[config.mk]
export PLATFORM = sky130hd
export DESIGN_NAME = motor_pwm_driver
export DESIGN_NICKNAME = d
export VERILOG_FILES = /design/src/rtl/motor_pwm_driver.sv
export SDC_FILE = /design/constraint.sdc
export NUM_CORES = 1
export LEC_CHECK = 0
export BUFFER_PORTS_ARGS = -buffer_cell sky130_fd_sc_hd__buf_4
export CAP_MARGIN = 20
export CORE_ASPECT_RATIO = 1.2
export CORE_MARGIN = 2
export CORE_UTILIZATION = 50
export DETAILED_ROUTE_END_ITERATION = 7
export PLACE_DENSITY = 0.67
export SYNTH_ARGS = -nofsm -noshare
export SYNTH_HDL_FRONTEND = slang
export SYNTH_SLANG_ARGS = --single-unit
[constraint.sdc]
create_clock -name clk -period 10.79 [get_ports clk]
set_input_delay 1.079 -clock clk [delete_from_list [all_inputs] [get_ports clk]]
set_output_delay 1.079 -clock clk [all_outputs]
set_load 0.05 [all_outputs]
[src/rtl/motor_pwm_driver.sv]
`default_nettype none
// +------------------------------------------------------------------------+
// | motor_pwm_driver                                                       |
// | Sign-magnitude command to slew-limited H-bridge PWM pair. Optional     |
// | command watchdog enabled by defining MOTOR_WDOG_EN.                    |
// | Revision: 1.0                                                          |
// +------------------------------------------------------------------------+
module motor_pwm_driver #(
   parameter int PRESCALE     = 4,
   parameter int RAMP_STEP    = 4,
   parameter int DEAD_PERIODS = 2,
   parameter int WDOG_PERIODS = 1024
) (
   input  logic       clk,
   input  logic       reset,
   input  logic [7:0] cmd,
   input  logic       cmd_strobe,
   output logic       pwm_a,
   output logic       pwm_b,
   output logic       dir_out,
   output logic [6:0] duty_now,
   output logic       busy,
   output logic       fault_timeout
);
   localparam logic [1:0] c_IDLE      = 2'd0;
   localparam logic [1:0] c_RUN       = 2'd1;
   localparam logic [1:0] c_RAMP_DOWN = 2'd2;
   localparam logic [1:0] c_DEADTIME  = 2'd3;

   localparam int         c_PRE_W     = (PRESCALE > 1) ? $clog2(PRESCALE) : 1;
   localparam int         c_DEAD_W    = (DEAD_PERIODS > 1) ? $clog2(DEAD_PERIODS) : 1;
   localparam logic [6:0] c_STEP      = 7'(RAMP_STEP);
   localparam logic [c_DEAD_W-1:0] c_DEAD_LAST = c_DEAD_W'(DEAD_PERIODS - 1);
   localparam logic [c_PRE_W-1:0]  c_PRE_LAST  = c_PRE_W'(PRESCALE - 1);

   logic [c_PRE_W-1:0]  r_pre;
   logic [6:0]          r_cnt;
   logic                w_tick;
   logic                w_bound;
   logic [6:0]          r_tgt_mag;
   logic                r_tgt_dir;
   logic [6:0]          w_eff_mag;
   logic [1:0]          r_state, w_state_nx;
   logic [6:0]          r_duty, w_duty_nx;
   logic                r_dir, w_dir_nx;
   logic [c_DEAD_W-1:0] r_dead, w_dead_nx;
   logic [6:0]          w_toward;
   logic [6:0]          w_decay;
   logic                w_rev;
   logic                w_pwm;
   logic                r_pwm_a, r_pwm_b;

   assign w_tick  = (r_pre == c_PRE_LAST);
   assign w_bound = w_tick && (r_cnt == 7'd126);

   always_ff @(posedge clk) begin
      if (reset) begin
         r_pre <= '0;
         r_cnt <= '0;
      end else if (w_tick) begin
         r_pre <= '0;
         r_cnt <= (r_cnt == 7'd126) ? 7'd0 : r_cnt + 7'd1;
      end else begin
         r_pre <= r_pre + c_PRE_W'(1);
      end
   end

   always_ff @(posedge clk) begin
      if (reset) begin
         r_tgt_mag <= '0;
         r_tgt_dir <= 1'b0;
      end else if (cmd_strobe) begin
         r_tgt_mag <= cmd[6:0];
         r_tgt_dir <= cmd[7];
      end
   end

`ifdef MOTOR_WDOG_EN
   localparam int c_WD_W = $clog2(WDOG_PERIODS + 1);
   localparam logic [c_WD_W-1:0] c_WD_MAX = c_WD_W'(WDOG_PERIODS);

   logic [c_WD_W-1:0] r_wdog;
   logic              r_fault;

   // A strobe always wins over a boundary so a live link never faults.
   always_ff @(posedge clk) begin
      if (reset || cmd_strobe) begin
         r_wdog  <= '0;
         r_fault <= 1'b0;
      end else if (w_bound && (r_wdog != c_WD_MAX)) begin
         r_wdog <= r_wdog + c_WD_W'(1);
         if (r_wdog == c_WD_MAX - c_WD_W'(1))
            r_fault <= 1'b1;
      end
   end

   assign w_eff_mag     = r_fault ? 7'd0 : r_tgt_mag;
   assign fault_timeout = r_fault;
`else
   assign w_eff_mag     = r_tgt_mag;
   assign fault_timeout = 1'b0;
`endif

   always_comb begin
      w_toward = r_duty;
      if (w_eff_mag > r_duty)
         w_toward = ((w_eff_mag - r_duty) > c_STEP) ? r_duty + c_STEP : w_eff_mag;
      else if (w_eff_mag < r_duty)
         w_toward = ((r_duty - w_eff_mag) > c_STEP) ? r_duty - c_STEP : w_eff_mag;
   end

   assign w_decay = (r_duty > c_STEP) ? r_duty - c_STEP : 7'd0;
   // Zero magnitude is "stop" and never requests a reversal.
   assign w_rev   = (w_eff_mag != 7'd0) && (r_tgt_dir != r_dir);

   always_ff @(posedge clk) begin
      if (reset) begin
         r_state <= c_IDLE;
         r_duty  <= '0;
         r_dir   <= 1'b0;
         r_dead  <= '0;
      end else if (w_bound) begin
         r_state <= w_state_nx;
         r_duty  <= w_duty_nx;
         r_dir   <= w_dir_nx;
         r_dead  <= w_dead_nx;
      end
   end

   always_comb begin
      w_state_nx = r_state;
      w_duty_nx  = r_duty;
      w_dir_nx   = r_dir;
      w_dead_nx  = r_dead;
      case (r_state)
         c_IDLE: begin
            if (w_rev) begin
               w_state_nx = c_DEADTIME;
               w_dead_nx  = '0;
            end else if (w_eff_mag != 7'd0) begin
               w_state_nx = c_RUN;
               w_duty_nx  = w_toward;
            end
         end
         c_RUN: begin
            if (w_rev) begin
               w_duty_nx  = w_decay;
               w_state_nx = (w_decay == 7'd0) ? c_DEADTIME : c_RAMP_DOWN;
               w_dead_nx  = '0;
            end else begin
               w_duty_nx = w_toward;
               if (w_toward == 7'd0)
                  w_state_nx = c_IDLE;
            end
         end
         c_RAMP_DOWN: begin
            if ((w_eff_mag != 7'd0) && !w_rev) begin
               w_state_nx = c_RUN;
               w_duty_nx  = w_toward;
            end else begin
               w_duty_nx = w_decay;
               w_dead_nx = '0;
               if (w_decay == 7'd0)
                  w_state_nx = c_DEADTIME;
            end
         end
         default: begin
            // Dead time runs to completion; duty is already 0 so w_toward is the first step.
            w_duty_nx = 7'd0;
            if (r_dead == c_DEAD_LAST) begin
               if (w_eff_mag != 7'd0) begin
                  w_dir_nx   = r_tgt_dir;
                  w_duty_nx  = w_toward;
                  w_state_nx = c_RUN;
               end else begin
                  w_state_nx = c_IDLE;
               end
            end else begin
               w_dead_nx = r_dead + c_DEAD_W'(1);
            end
         end
      endcase
   end

   always_comb begin
      busy  = (r_state == c_RAMP_DOWN) || (r_state == c_DEADTIME);
      w_pwm = (r_cnt < r_duty);
   end

   always_ff @(posedge clk) begin
      if (reset) begin
         r_pwm_a <= 1'b0;
         r_pwm_b <= 1'b0;
      end else begin
         r_pwm_a <= w_pwm & ~r_dir;
         r_pwm_b <= w_pwm & r_dir;
      end
   end

   assign pwm_a    = r_pwm_a;
   assign pwm_b    = r_pwm_b;
   assign dir_out  = r_dir;
   assign duty_now = r_duty;

endmodule
`default_nettype wire

==> summary.txt <==
Antenna violations before repair -> 0
Synth top area share -> 0.224
Crit path time final -> 3.90 ns
Synthesized flop and latch total -> 30
Num Clock Sinks -> 30
Commonest cells after routing, fill and taps aside -> nor2_1, dfxtp_1, nand2_1
Worst min path class -> flip-flop to flip-flop
Tcrit/Tclk final -> 0.362
Post-Syn Nets -> 391
CP Launch Type -> flip-flop
Max Cap Viol -> 0
Synth Flop Type -> dfxtp_1
Antenna Nets Post-Route -> 0
IO Count -> 23
Vias in the first global route -> 2430
Number of hold buffers added after CTS -> 0
GRT Total Usage -> 0.250
Total Power -> 327 uW
# H-tree levels -> 2
CTS buffer count -> 5
Largest net degree at the start of global routing -> 30
GRT Residual Overflow -> 0
Most common cell after layout, fill and taps aside -> nor2_1
Vias -> 2603
Leakage -> 1.23 nW
Fmax -> 256 MHz
Global-route wire length before repair -> 12000 um
Worst slew pin tran -> 0.920 ns
RSZ-0062 raised after global routing -> false
Layout cell share with drive strength beyond 1 -> 0.0992
Area contributors post-synth -> dfxtp_1, ha_1, mux2i_1
Post-CTS Resized -> 0
Post-Synthesis Mean Instance Area -> 7.59 um2
Port-buffer cells -> 21
Drt first pass iters -> 5
Fin. max-slew vios -> 0
Clock slew at the register clock pins of the worst setup and hold paths -> 0.07 ns
Initial core utilization -> 0.514
Instance count of the mapped netlist -> 354
Seq/Total Area, Yosys -> 0.224
Crit Path Category -> flip-flop to flip-flop
Post-synth EDFFs -> 0
Drt initial violations -> 200
VDD IR max -> 0.0908 mV
Fin. Hold Viols -> 0
WP data required -> 10.99 ns
Clock buffer depth -> 2
Die width -> 70.9 um
Filler cells -> 522
Area Overhead vs Synth -> 8.94%
Worst setup EP type -> flip-flop
Synth Warn # -> 0
Final layout net count -> 399
Root buffer cell -> clkbuf_8
Unique masters post-synth -> 59
Crit Path Max Fanout -> 12
Die height -> 84.3 um
Routed vias/inst -> 6.12
Area leader, netlist -> dfxtp_1
DRC Markers -> 0
Routability congestion estimate -> 1.06
WL/cell -> 16.9 um
Setup Fix Bufs, Post-CTS -> 0
Synth Cell Area -> 2690 um2
CP arrival -> 4.11 ns
Clock Skews -> 0.00840 ns
Dpl hpwl -> 5380 um
Cell row count -> 29
Power Density -> 112 nW/um2
Outcome -> finished, final reports clean
Number of diodes -> 0
Async SR Flop Fraction -> 0
Clock latency at the later pin of the worst-skew pair -> 0.29 ns
TritonCTS clock tree -> done
Rel. slew slack -> 0.384
Setup TNS -> 0 ns
Setup violations, final -> 0
Core area -> 5230 um2
WL final -> 7200 um
Full die area -> 5980 um2
## critical path, cell delays in order (launching register included)
cell and delay (ns):
dfxtp_1 0.52, inv_1 0.20, ha_1 0.48, a21oi_1 0.32
o221ai_1 0.17, xor2_1 0.16, or4_4 0.43, or2_0 0.44
or3_1 0.45, and4_4 0.19, a22o_1 0.23, a221oi_2 0.21
## through the flow
step | setup slack (ns) | area (um2) | hold WS, ns | utilization | std cells
6_report | 6.89 | 2930 | 0.435 | 0.560 | 425
5_1_grt | 6.67 | 2930 | 0.465 | 0.560 | 425
3_3_place_gp | 7.04 | 2830 | 0.414 | 0.542 | 417
3_5_place_dp | 6.95 | 2830 | 0.426 | 0.542 | 417
4_1_cts | 6.93 | 2930 | 0.437 | 0.560 | 425
2_1_floorplan | 6.97 | 2690 | 0.404 | - | 354
## area by class of cell
class | count | area [um2] | share of cell area
clock buffers | 6 | 82.6 | 0.0282
flip-flops and latches | 30 | 601 | 0.205
repair buffers | 22 | 165 | 0.0564
inverters | 22 | 82.6 | 0.0282
multi-input cells | 281 | 1910 | 0.651
well taps | 62 | 77.6 | 0.0265
clock inverters | 2 | 12.5 | 0.00428
## sequential cells by signal (all words and copies together) (netlist names)
| register | flops |
|---|---|
| dir_out | 1 |
| r_state | 2 |
| pwm_b | 1 |
| r_tgt_mag | 7 |
| r_pre | 2 |
| duty_now | 7 |
| pwm_a | 1 |
| r_tgt_dir | 1 |
| r_cnt | 7 |
| r_dead | 1 |
## cell families (layout without fill, tap and decap cells)
group                      Yosys count  count (layout)  synth area share
xor gates and xnor gates            14              14            0.0456
buffers and inverters               43              52            0.0671
muxes                               18              18            0.0675
DFF                                 30              30             0.224
and+or+nand+nor                    142             142             0.256
AOI/OAI and AO/OA                   80              80             0.215
other                                1               1           0.00140
adders and majority gates           26              26             0.124
## where the power goes
part | leakage [nW] | switching (mW) | internal [mW] | total, mW
combinational | 0.937 | 0.0668 | 0.0410 | 0.108
clock | 0.0472 | 0.0462 | 0.0512 | 0.0974
sequential | 0.244 | 0.00636 | 0.115 | 0.122
## cells in the mapped netlist, types with 2 or more instances
cell        n
a211oi_1    3
a21o_1      5
a2bb2oi_1   3
o31a_1      2
and2_1      2
o221ai_1    2
ha_1       25
a21oi_1    19
xor2_1      7
nor2_1     44
o21ai_0     8
nor3b_1     2
nor2b_1     7
a221oi_1    3
a22o_1      3
buf_6       2
mux2i_1    17
a211o_1     3
xnor2_1     7
o211a_1     2
and3_1      4
nand4_1     7
dfxtp_1    30
o31ai_1     6
nor3_1     19
nor4_1      3
a31oi_1     5
nand4b_1    2
clkbuf_1   17
nand2_1    29
o211ai_1    2
or3_1       3
inv_1      22
a22oi_1     2
nand3_1    13
## worst paths after layout
kind                 endpoint  cells past startpoint         from  slack (ns)
setup / recovery  duty_now[4]                     11  duty_now[4]        6.89
setup reg to reg  duty_now[4]                     11  duty_now[4]        6.89
hold / removal       r_pre[0]                      1     r_pre[0]        0.44
hold reg to reg      r_pre[0]                      1     r_pre[0]        0.44
## layer usage
metal,global-route usage,wire (um),part of all wire,up-vias
met3,0.0396,516,0.072,16
met1,0.334,3130,0.44,1189
met2,0.403,3340,0.46,106
li1,-,-,-,1292
met4,0.0995,201,0.028,0
met5,0,0,0,-
(Power assumes the default switching activity.)
